<file path="src/rtl/avg_row_interp_pkg.sv">
`default_nettype none
// ============================================================================
// Module  : avg_pkg
// Brief   : Shared types, rounding constants and the two-sample averaging helper.
// Revision: 1.0
// ============================================================================
package avg_pkg;

   typedef enum logic [0:0] {
      FILL   = 1'b0,
      STREAM = 1'b1
   } state_t;

   localparam logic RND_TRUNC   = 1'b0;
   localparam logic RND_HALF_UP = 1'b1;

   // Widest sample the helper supports; callers size-cast in and out.
   localparam int AVG_MAX_W = 32;

   function automatic logic [AVG_MAX_W-1:0] avg2(input logic [AVG_MAX_W-1:0] a,
                                                 input logic [AVG_MAX_W-1:0] b,
                                                 input logic                 rnd);
      logic [AVG_MAX_W:0] sum;
      sum = {1'b0, a} + {1'b0, b} + {{AVG_MAX_W{1'b0}}, rnd};
      return AVG_MAX_W'(sum >> 1);
   endfunction

endpackage
`default_nettype wire

</file>
<file path="src/rtl/avg_row_interp_if.sv">
`default_nettype none
// ============================================================================
// Module  : avg_row_interp_if
// Brief   : Pixel-in / averaged-pixel-out bundle for the row averager.
// Revision: 1.0
// ============================================================================
interface avg_row_interp_if #(
   parameter int DATA_W = 8
);
   logic [DATA_W-1:0] data;
   logic              in_valid;
   logic              round_mode;
   logic              valid;
   logic [DATA_W-1:0] out;
   logic              done;

   modport master (
      output data, in_valid, round_mode,
      input  valid, out, done
   );

   modport slave (
      input  data, in_valid, round_mode,
      output valid, out, done
   );
endinterface
`default_nettype wire

</file>
<file path="src/rtl/avg_row_interp_line_buffer.sv">
`default_nettype none
// ============================================================================
// Module  : line_buffer
// Brief   : One-row sample store, combinational read, synchronous write.
// Revision: 1.0
// ============================================================================
module line_buffer #(
   parameter int DATA_W = 8,
   parameter int COLS   = 8,
   parameter int AW     = 3
) (
   input  wire logic              clk,
   input  wire logic              wr_en,
   input  wire logic [AW-1:0]     wr_addr,
   input  wire logic [DATA_W-1:0] wr_data,
   input  wire logic [AW-1:0]     rd_addr,
   output      logic [DATA_W-1:0] rd_data
);
   logic [DATA_W-1:0] r_mem   [COLS];
   logic [DATA_W-1:0] w_words [2**AW];

   // Address space is padded to a power of two so the read index needs no guard.
   for (genvar i = 0; i < 2**AW; i++) begin : g_word
      if (i < COLS) begin : g_live
         always_ff @(posedge clk) begin
            if (wr_en && (wr_addr == AW'(i)))
               r_mem[i] <= wr_data;
         end
         assign w_words[i] = r_mem[i];
      end else begin : g_pad
         assign w_words[i] = '0;
      end
   end

   // Read returns the pre-edge contents, so a same-address write is seen next cycle.
   assign rd_data = w_words[rd_addr];

endmodule
`default_nettype wire

</file>
<file path="src/rtl/avg_row_interp.sv">
`default_nettype none
// ============================================================================
// Module  : avg_row_interp
// Brief   : Streaming vertical averager of each sample with the one above it.
// Revision: 1.0
// ============================================================================
module avg_row_interp
   import avg_pkg::*;
#(
   parameter int DATA_W = 8,
   parameter int COLS   = 8,
   parameter int ROWS   = 16
) (
   input wire logic         clk,
   input wire logic         reset,
   avg_row_interp_if.slave  bus
);
   localparam int c_CW = (COLS > 1) ? $clog2(COLS) : 1;
   localparam int c_RW = $clog2(ROWS);

   state_t            r_state;
   state_t            w_state_nxt;
   logic [c_CW-1:0]   r_col;
   logic [c_RW-1:0]   r_row;
   logic              w_last_col;
   logic              w_last_row;
   logic              w_stream_acc;
   logic              w_done_nxt;
   logic              w_wr_en;
   logic [DATA_W-1:0] w_above;
   logic [DATA_W-1:0] w_avg;
   logic              r_valid;
   logic              r_done;
   logic [DATA_W-1:0] r_out;

   assign w_last_col = (r_col == c_CW'(COLS - 1));
   assign w_last_row = (r_row == c_RW'(ROWS - 1));
   assign w_wr_en    = bus.in_valid & ~reset;

   line_buffer #(
      .DATA_W (DATA_W),
      .COLS   (COLS),
      .AW     (c_CW)
   ) u_line_buffer (
      .clk     (clk),
      .wr_en   (w_wr_en),
      .wr_addr (r_col),
      .wr_data (bus.data),
      .rd_addr (r_col),
      .rd_data (w_above)
   );

   assign w_avg = DATA_W'(avg2(AVG_MAX_W'(w_above), AVG_MAX_W'(bus.data), bus.round_mode));

   always_ff @(posedge clk) begin
      if (reset)
         r_state <= FILL;
      else
         r_state <= w_state_nxt;
   end

   always_comb begin
      w_state_nxt  = r_state;
      w_stream_acc = 1'b0;
      w_done_nxt   = 1'b0;
      case (r_state)
         FILL: begin
            if (bus.in_valid && w_last_col)
               w_state_nxt = STREAM;
         end
         STREAM: begin
            w_stream_acc = bus.in_valid;
            w_done_nxt   = bus.in_valid & w_last_col & w_last_row;
            if (w_done_nxt)
               w_state_nxt = FILL;
         end
         default: w_state_nxt = FILL;
      endcase
   end

   always_ff @(posedge clk) begin
      if (reset) begin
         r_col <= '0;
         r_row <= '0;
      end else if (bus.in_valid) begin
         if (w_last_col) begin
            r_col <= '0;
            r_row <= w_last_row ? '0 : r_row + 1'b1;
         end else begin
            r_col <= r_col + 1'b1;
         end
      end
   end

   // out holds between STREAM samples; only valid/done are pulses.
   always_ff @(posedge clk) begin
      if (reset) begin
         r_valid <= 1'b0;
         r_done  <= 1'b0;
         r_out   <= '0;
      end else begin
         r_valid <= w_stream_acc;
         r_done  <= w_done_nxt;
         if (w_stream_acc)
            r_out <= w_avg;
      end
   end

   assign bus.valid = r_valid;
   assign bus.done  = r_done;
   assign bus.out   = r_out;

endmodule
`default_nettype wire

</file>
<file path="src/flat_wrapper.sv">
// flat-port wrapper written by rule: the top's interface ports become plain ports
module avg_row_interp_flat import avg_pkg::*;
#(
   parameter int DATA_W = 8,
   parameter int COLS   = 8,
   parameter int ROWS   = 16
)
  (clk, reset, bus_data, bus_in_valid, bus_round_mode, bus_valid, bus_out, bus_done);
  avg_row_interp_if #(.DATA_W(DATA_W)) bus_i ();
  input wire logic clk;
  input wire logic reset;
  input wire logic [$bits(bus_i.data)-1:0] bus_data;
  input wire logic [$bits(bus_i.in_valid)-1:0] bus_in_valid;
  input wire logic [$bits(bus_i.round_mode)-1:0] bus_round_mode;
  output wire logic [$bits(bus_i.valid)-1:0] bus_valid;
  output wire logic [$bits(bus_i.out)-1:0] bus_out;
  output wire logic [$bits(bus_i.done)-1:0] bus_done;
  assign bus_i.data = bus_data;
  assign bus_i.in_valid = bus_in_valid;
  assign bus_i.round_mode = bus_round_mode;
  assign bus_valid = bus_i.valid;
  assign bus_out = bus_i.out;
  assign bus_done = bus_i.done;
  avg_row_interp #(.DATA_W(DATA_W), .COLS(COLS), .ROWS(ROWS)) u_core (.clk(clk), .reset(reset), .bus(bus_i));
endmodule
</file>
<file path="config.mk">
export PLATFORM = sky130hd
export DESIGN_NAME = avg_row_interp_flat
export DESIGN_NICKNAME = d
export VERILOG_FILES = /design/src/rtl/avg_row_interp_pkg.sv /design/src/rtl/avg_row_interp_if.sv /design/src/rtl/avg_row_interp_line_buffer.sv /design/src/rtl/avg_row_interp.sv /design/src/flat_wrapper.sv
export SDC_FILE = /design/constraint.sdc
export NUM_CORES = 1
export LEC_CHECK = 0
export BUFFER_PORTS_ARGS = -buffer_cell sky130_fd_sc_hd__buf_2
export CAP_MARGIN = 15
export CORE_MARGIN = 4
export CORE_UTILIZATION = 54
export DETAILED_ROUTE_END_ITERATION = 10
export PLACE_DENSITY = 0.75
export SKIP_CTS_REPAIR_TIMING = 1
export SLEW_MARGIN = 5
export SYNTH_ARGS = -nofsm -noshare
export SYNTH_HDL_FRONTEND = slang
export SYNTH_SLANG_ARGS = --single-unit
</file>
<file path="constraint.sdc">
create_clock -name clk -period 2.76 [get_ports clk]
set_clock_uncertainty 0.2 [all_clocks]
set_input_delay 0.552 -clock clk [delete_from_list [all_inputs] [get_ports clk]]
set_output_delay 0.552 -clock clk [all_outputs]
set_load 0.01 [all_outputs]
</file>
==> flow_summary.yaml, run 1 <==
critical_path:
  slowest_stage: "mux4_2"
  arrival_ps: 2840
  setup.worst_path.class: "reg2reg"
  end_kind: "flop"
  path_buf_inv: 1
  critPathMostFrequentCell: "nand2_1"
  cp_slowest_stage_delay_ps: 510
  cp_max_fo: 5
  cp-start-kind: "flop"
  crit_chain: "mux4_2, nand2_1, nand2_1, ha_1, a21o_4, inv_4, fa_2, nor2b_2, o21a_1, nor3_1, o41ai_2"
  worst_ep_required_time_ps: 2810
  critPathTopFamily: "adder cells"
sta:
  rsz0062_at_grt: "true"
  maxSlewViolCount: 0
  fin_crit_ps: 2790
  tns_ps: -47.8
  fin_ws_ps: -34.8
  slew_headroom_pct: 67.3
  worst_pin_slew_ps: 490
  timing.fmax_mhz: 358
  fin_crit_sh_pct: 101
  setup_viol: 2
  hold_viol: 0
run:
  maxCapViolCount: 0
yosys:
  ys_warn_count: 0
  synth_nets: 281
  synth_seq_cells: 82
  netlist_area_um2: 3610
  synth.avg_cell_area_um2: 14.3
  yosysSeqAreaShare_pct: 63.2
  async_flop_share_pct: 0
  synth_cells: 253
  synthFlopType: "edfxtp_1"
  ys_types: 47
  synth_edf_count: 64
clocking:
  cts_root_buffer: "clkbuf_8"
  cts_buffers: 9
  clk_pin_slew_worst_paths_ps: 80
  cts_tree: "done"
  cts.sink_count: 82
  clk_latency_ps: 350
  cts-htree-levels: 3
  cts_buffer_depth: 2
grt:
  grt_pass1_wl_um: 11600
  antenna_found_initial: 0
  grt_pass1_vias: 2197
  grt_max_degree: 21
  track_usage_pct: 18.7
  grt.overflow.total: 0
route:
  drt_wl_total_um: 7410
  drtAntennaViolNets: 0
  wire_per_inst_um: 18.9
  drt_iter0_drc: 151
  dr.pass1.iters: 4
  vias: 2274
  drc: 0
  vias_per_cell: 5.80
cells_and_area:
  layout-drive-gt1-share_pct: 36.5
  diodes: 0
  layout.cells.non_filler: 392
  final_area_um2: 4370
  nets: 339
  syn2layout_area_growth_pct: 20.9
floorplanning:
  fp.dieH_um: 89.8
  design.core.area_um2: 6420
  start_util_pct: 56.2
  io_pins: 22
  die_w_um: 89.8
  row_count: 29
  dieArea_um2: 8060
power:
  p_leak_uw: 0.00163
  p_per_area_nw_per_um2: 597
  total_power_uw: 2610
  vdd_drop_max_mv: 0.405
place:
  placed_area_um2: 4020
  port-buffer-count: 21
  dpl.hpwl_um: 4830
  dp.cells: 373
  globalplace.congestion: 0.824
outcome:
  violations: "negative setup slack"
  outcome: "finished with violations"
worst_hold_path:
  holdCritPathClass: "reg2reg"
[sequential cells by signal, summed over array words and instances (netlist names)]
| register | cells |
|---|---|
| u_core.r_state | 1 |
| u_core.r_col | 3 |
| u_core.bus.done | 1 |
| u_core.bus.out | 8 |
| u_core.r_row | 4 |
| u_core.u_line_buffer.r_mem | 64 |
| u_core.bus.valid | 1 |
[final cells by class]
| class | instances | area, µm² |
|---|---|---|
| inverters | 8 | 32.5 |
| clock inverters | 5 | 56.3 |
| well taps | 77 | 96.3 |
| flip-flops and latches | 82 | 2290 |
| fillers | 452 | 2060 |
| multi-input cells | 153 | 1370 |
| repair buffers | 57 | 400 |
| clock buffers | 10 | 128 |
[logic make-up (layout without fill, tap and decap cells)]
logic type / count (synthesis) / in the layout / share of synthesized area (%)
DFF: 82 / 82 / 63.2
adders and majority gates: 16 / 16 / 5.75
and+or+nand+nor: 83 / 83 / 10.4
buffers and inverters: 18 / 80 / 2.49
muxes: 18 / 18 / 10.5
xor gates and xnor gates: 1 / 1 / 0.243
AOI/OAI and AO/OA: 35 / 35 / 7.38
[worst paths after layout]
check / slack [ps] / start / to / depth (start not counted)
min reg2reg: 250 / u_core.bus.out[2] / u_core.bus.out[2] / 2
max: -30 / u_core.r_col[0] / u_core.bus.out[3] / 11
min: 250 / u_core.bus.out[2] / u_core.bus.out[2] / 2
max reg2reg: -30 / u_core.r_col[0] / u_core.bus.out[3] / 11
[cell usage in the layout (no fill, tap or decap), types with 2 or more instances in the layout]
cell      Yosys  final
clkbuf_8      0      9
clkinv_4      0      2
o21a_1        6      6
buf_12        0      2
a21oi_1       9      9
dfxtp_1      18     17
ha_1         15      8
buf_2         4     21
edfxtp_1     64     64
inv_1         5      5
or3_1         5      5
ha_4          0      7
nor3_1        6      6
buf_4         0     34
nand2_2       1      9
o211a_1       2      2
mux2i_1       2      2
mux4_2       16     16
o211ai_1      2      2
nor2_1       19     19
clkinv_1      1      2
o21ai_0       2      2
nand2_1      33     25
nand3_1      11     11
[cells in the mapped netlist, drive strengths merged, types with 2 or more instances]
library cell	instances	share of area [%]
edfxtp	64	53
nand2	34	3.6
nor2	19	2.0
dfxtp	18	10
mux4	16	10
ha	15	5.2
nand3	11	1.5
a21oi	9	1.2
buf	8	1.4
inv	7	0.80
nor3	6	0.83
o21a	6	1.2
or3	5	0.87
a21o	3	0.87
a311oi	2	0.49
clkbuf	2	0.21
mux2i	2	0.55
o211a	2	0.55
o211ai	2	0.42
o21ai	2	0.28
[per-stage QoR]
| stage | hold WS (ps) | util, % | setup slack (ps) |
|---|---|---|---|
| 2_1_floorplan | 266 | - | -143 |
| 3_3_place_gp | 235 | 62.6 | 3.36 |
| 3_5_place_dp | 242 | 62.6 | -46.2 |
| 4_1_cts | 252 | 65.5 | -76.6 |
| 5_1_grt | 284 | 68.0 | -119 |
| 6_report | 248 | 68.0 | -34.8 |
[worst min-delay path, cell delays in order (launching register included)]
cell and delay, ps:
dfxtp_1 310, nand2_1 50, a21oi_1 50
[routing by layer]
| metal | share of wire (%) | routed length [µm] | vias up | track usage (%) |
|---|---|---|---|---|
| met5 | 0 | 0 | - | 0 |
| met4 | 0.63 | 47 | 0 | 5.49 |
| met3 | 4.4 | 327 | 6 | 5.59 |
| met2 | 51 | 3760 | 47 | 28.1 |
| met1 | 44 | 3270 | 1143 | 26.6 |
| li1 | - | - | 1078 | - |
[power by group]
group	internal (µW)	leakage (µW)	switching, µW	total [µW]
Sequential	1350	0.000724	8.69	1360
Clock	412	0.0000937	418	830
Combinational	218	0.000812	204	422
Power figures use the tool's default switching activity.
==> inputs of run 2 (changes only) <==
--- a/config.mk
+++ b/config.mk
@@ -5,10 +5,12 @@
 export SDC_FILE = /design/constraint.sdc
 export NUM_CORES = 1
 export LEC_CHECK = 0
+export ABC_CLOCK_PERIOD_IN_PS = 2760
 export BUFFER_PORTS_ARGS = -buffer_cell sky130_fd_sc_hd__buf_2
 export CAP_MARGIN = 15
 export CORE_MARGIN = 4
 export CORE_UTILIZATION = 54
+export CTS_BUF_LIST = sky130_fd_sc_hd__clkbuf_4 sky130_fd_sc_hd__clkbuf_8 sky130_fd_sc_hd__clkbuf_16
 export DETAILED_ROUTE_END_ITERATION = 10
 export PLACE_DENSITY = 0.75
 export SKIP_CTS_REPAIR_TIMING = 1
==> run 2 against run 1 <==
The run still ends with negative setup slack left. Sequential power barely moved. Global-route usage did not move. Die area did not move. Routed wire length did not move. Worst setup slack got worse by 1.6 ps. Fmax barely moved. Register-to-register slack barely moved. Final cell count did not move. Combinational power barely moved. Count of clock-buffer cells in the layout did not move. Largest power group unchanged.
==> flow_summary.yaml, run 2 (synthesis results as in run 1) <==
route:
  wire_per_inst_um: 18.9
  vias: 2274
  drt_iter0_drc: 153
  drt_wl_total_um: 7410
  dr.pass1.iters: 4
  drtAntennaViolNets: 0
  vias_per_cell: 5.80
  drc: 0
cells_and_area:
  diodes: 0
  final_area_um2: 4370
  regMostFlops: "u_core.u_line_buffer.r_mem"
  layout_common_cells: "edfxtp_1 (64), buf_4 (34), nand2_1 (25)"
  layout-drive-gt1-share_pct: 36.8
  largest_register_ffs: 64
  n_fill_cell: 453
  nets: 339
  final_common_cell: "edfxtp_1"
  syn2layout_area_growth_pct: 21.0
  final_core_util_pct: 68.0
grt:
  track_usage_pct: 18.7
  grt_max_degree: 21
  grt.overflow.total: 0
  grt_pass1_vias: 2197
  grt_pass1_wl_um: 11600
  antenna_found_initial: 0
power:
  p_per_area_nw_per_um2: 599
  p_leak_uw: 0.00163
  vdd_drop_max_mv: 0.405
place:
  dpl.hpwl_um: 4830
  port-buffer-count: 21
  dp_slack_ps: -46.2
  placed_area_um2: 4020
  globalplace.congestion: 0.824
sta:
  slew_headroom_pct: 67.9
  fin_crit_sh_pct: 101
  timing.fmax_mhz: 358
  hold_viol: 0
  fin_ws_ps: -36.4
  rsz0062_at_grt: "true"
  fin_crit_ps: 2800
  maxSlewViolCount: 0
  worst_pin_slew_ps: 482
  setup_viol: 2
worst_hold_path:
  holdCritPathClass: "reg2reg"
clocking:
  cts_buffer_depth: 2
  clk_pin_slew_worst_paths_ps: 80
  cts.sink_count: 82
  cts_root_buffer: "clkbuf_8"
  cts-htree-levels: 3
  clk_latency_ps: 350
  cts_buffers: 9
  cts_tree: "done"
critical_path:
  end_kind: "flop"
  worst_ep_required_time_ps: 2810
  setup.worst_path.class: "reg2reg"
  arrival_ps: 2850
  cp-start-kind: "flop"
  cp_max_fo: 5
floorplanning:
  io_pins: 22
  die_w_um: 89.8
  row_count: 29
  dieArea_um2: 8060
  start_util_pct: 56.2
  fp.dieH_um: 89.8
  design.core.area_um2: 6420
outcome:
  outcome: "finished with violations"
  violations: "negative setup slack"
run:
  maxCapViolCount: 0
run 2: critical path, cell delays in order, from the launching register on:
cell and delay [ps]:
dfxtp_4 390, mux4_2 510, nand2_1 80, nand2_1 50, ha_1 280, a21o_4 130
inv_4 30, fa_2 340, nor2b_2 140, o21a_1 190, nor3_1 70, o41ai_2 280
run 2: area by class of cell:
cell class / instances / area [µm²] / area share [%]
flip-flops and latches: 82 / 2290 / 52.3
multi-input cells: 153 / 1370 / 31.3
repair buffers: 57 / 400 / 9.16
clock buffers: 10 / 131 / 3.01
well taps: 77 / 96.3 / 2.21
clock inverters: 5 / 56.3 / 1.29
inverters: 8 / 32.5 / 0.745
run 2: final timing paths:
kind | startpoint | end | slack (ps) | depth (start not counted)
setup / recovery | u_core.r_col[0] | u_core.bus.out[3] | -40 | 11
hold reg to reg | u_core.bus.out[2] | u_core.bus.out[2] | 250 | 2
setup reg to reg | u_core.r_col[0] | u_core.bus.out[3] | -40 | 11
hold / removal | u_core.bus.out[2] | u_core.bus.out[2] | 250 | 2
run 2: where the power goes:
group	internal [µW]	switching, µW	total [µW]	leakage [µW]
Sequential	1350	8.68	1360	0.000724
Clock	422	421	843	0.0000972
Combinational	218	204	421	0.000812
Total	1990	633	2620	0.00163
run 2: metrics by stage:
step / TNS (ps) / std cells / hold WS [ps] / total power [µW]
4_1_cts: -264 / 388 / 252 / 2560
6_report: -45.8 / 392 / 249 / 2620
3_5_place_dp: -131 / 373 / 242 / 1730
3_3_place_gp: 0 / 373 / 235 / 1730
2_1_floorplan: -417 / 253 / 266 / 1600
5_1_grt: -542 / 392 / 284 / 2740
run 2: per-layer routing:
metal / vias to the layer above / track usage (%) / part of all wire, % / wire length, µm
li1: 1075 / - / - / -
met1: 1130 / 26.6 / 43 / 3200
met2: 61 / 28.1 / 50 / 3690
met3: 8 / 5.59 / 5.7 / 419
met4: 0 / 5.49 / 1.3 / 95
met5: - / 0 / 0 / 0
==> inputs of run 3 (changes only) <==
==> constraint.sdc (replaced) <==
create_clock -name clk -period 2.76 [get_ports clk]
set_clock_uncertainty 0.2 [all_clocks]
set_input_delay 0.414 -clock clk [delete_from_list [all_inputs] [get_ports clk]]
set_output_delay 0.414 -clock clk [all_outputs]
set_load 0.01 [all_outputs]
==> run 3 against run 2 <==
The run now ends clean. Final cell count fell by 2.3%. Clock power grew 10%. Fmax rose by 1.8%. Critical path depth unchanged. Routed wire length shrank 7.2%. Critical endpoint unchanged. Largest cell class unchanged.
==> flow_summary.yaml, run 3 (synthesis results as in run 1) <==
outcome:
  outcome: "complete, no violations"
cells_and_area:
  layout.cells.non_filler: 383
  layout_common_cells: "edfxtp_1 (64), nand2_1 (32), buf_4 (27)"
  regMostFlops: "u_core.u_line_buffer.r_mem"
  nets: 330
  n_fill_cell: 462
  final_common_cell: "edfxtp_1"
  largest_register_ffs: 64
  layout-drive-gt1-share_pct: 30.7
  syn2layout_area_growth_pct: 16.5
  final_area_um2: 4210
  diodes: 0
sta:
  hold_viol: 0
  slew_headroom_pct: 68.0
  hold_slack_ps: 161
  fin_crit_sh_pct: 99.5
  worst_pin_slew_ps: 480
  maxSlewViolCount: 0
  fin_crit_ps: 2750
  setup_viol: 0
  rsz0062_at_grt: "true"
  tns_ps: 0
  timing.fmax_mhz: 364
run:
  maxCapViolCount: 0
clocking:
  cts_tree: "done"
  cts_root_buffer: "clkbuf_8"
  cts-htree-levels: 3
  cts.sink_count: 82
  cts_buffer_depth: 2
  cts_buffers: 9
  clk_latency_ps: 350
  clk_pin_slew_worst_paths_ps: 80
worst_hold_path:
  holdCritPathClass: "in2reg"
  whs_path_depth: 1
  min-delay-start: "bus_data[6]"
  hold_end: "u_core.u_line_buffer.r_mem[0][14]"
critical_path:
  critPathTopFamily: "adder cells"
  path_buf_inv: 1
  cp_slowest_stage_delay_ps: 500
  setup.worst_path.class: "reg2reg"
  reg2reg_from: "u_core.r_col[0]"
  worst_ep_required_time_ps: 2830
  reg2reg_depth: 11
  crit_chain: "mux4_2, nand2_2, nand2_1, ha_1, a21o_4, inv_4, fa_2, nor2b_2, o21a_1, nor3_1, o41ai_2"
  slowest_stage: "mux4_2"
  rrSetupSlack_ps: 10
  arrival_ps: 2810
  cp-start-kind: "flop"
  end_kind: "flop"
  r2r-end: "u_core.bus.out[3]"
  cp_max_fo: 5
floorplanning:
  start_util_pct: 56.2
  design.core.area_um2: 6420
  dieArea_um2: 8060
  fp.dieH_um: 89.8
  io_pins: 22
  row_count: 29
  die_w_um: 89.8
grt:
  grt.overflow.total: 0
  grt_pass1_vias: 2191
  track_usage_pct: 18.8
  grt_max_degree: 21
  grt_pass1_wl_um: 11400
  antenna_found_initial: 0
route:
  wire_per_inst_um: 17.9
  drc: 0
  dr.pass1.iters: 4
  drtAntennaViolNets: 0
  drt_wl_total_um: 6870
  drt_iter0_drc: 196
  vias: 2205
  vias_per_cell: 5.76
place:
  dp.cells: 368
  port-buffer-count: 21
  globalplace.congestion: 0.807
  dpl.hpwl_um: 4810
  placed_area_um2: 3960
power:
  total_power_uw: 2640
  vdd_drop_max_mv: 0.525
  p_per_area_nw_per_um2: 627
  p_leak_uw: 0.00159
[run 3: how the worst max path moves through the flow]
| stage | from | slack, ps | depth (start not counted) | end |
|---|---|---|---|---|
| floorplan | u_core.r_col[0] | -140 | 13 | u_core.bus.out[3] |
| global placement | u_core.r_col[0] | 30 | 11 | u_core.bus.out[5] |
| detailed placement | u_core.r_col[0] | -60 | 11 | u_core.bus.out[5] |
| CTS | u_core.r_col[0] | -80 | 11 | u_core.bus.out[5] |
| global route | u_core.r_col[0] | -150 | 11 | u_core.bus.out[3] |
| finish | u_core.r_col[0] | 10 | 11 | u_core.bus.out[3] |
[run 3: through the flow]
stage	utilization [%]	setup WS (ps)
4_1_cts	65.0	-75.2
6_report	65.5	13.6
3_5_place_dp	61.6	-63.0
3_3_place_gp	61.6	25.7
5_1_grt	65.5	-150
2_1_floorplan	-	-143
[run 3: final cells by class]
cell class | count | area [µm²] | share of cell area (%)
Sequential cell | 82 | 2290 | 54.3
Multi-Input combinational cell | 153 | 1270 | 30.2
Timing Repair Buffer | 48 | 308 | 7.31
Clock buffer | 9 | 124 | 2.94
Tap cell | 77 | 96.3 | 2.29
Clock inverter | 6 | 90.1 | 2.14
Inverter | 8 | 32.5 | 0.773
[run 3: report_power, final]
part | total, µW | internal (µW) | switching, µW
sequential | 1360 | 1350 | 8.99
combinational | 351 | 172 | 179
clock | 931 | 509 | 422
[run 3: routing by layer]
layer	vias up	GRT usage, %	share of wire [%]
met2	76	28.9	50
met4	0	6.13	1.6
met1	1060	25.2	40
li1	1058	-	-
met5	-	0	0
met3	11	6.59	7.9
[run 3: worst reg2reg max path: stages, from the launching register on]
cell and delay, ps:
dfxtp_4 390, mux4_2 500, nand2_2 70, nand2_1 50, ha_1 290, a21o_4 130, inv_4 40, fa_2 340
nor2b_2 130, o21a_1 190, nor3_1 80, o41ai_2 250
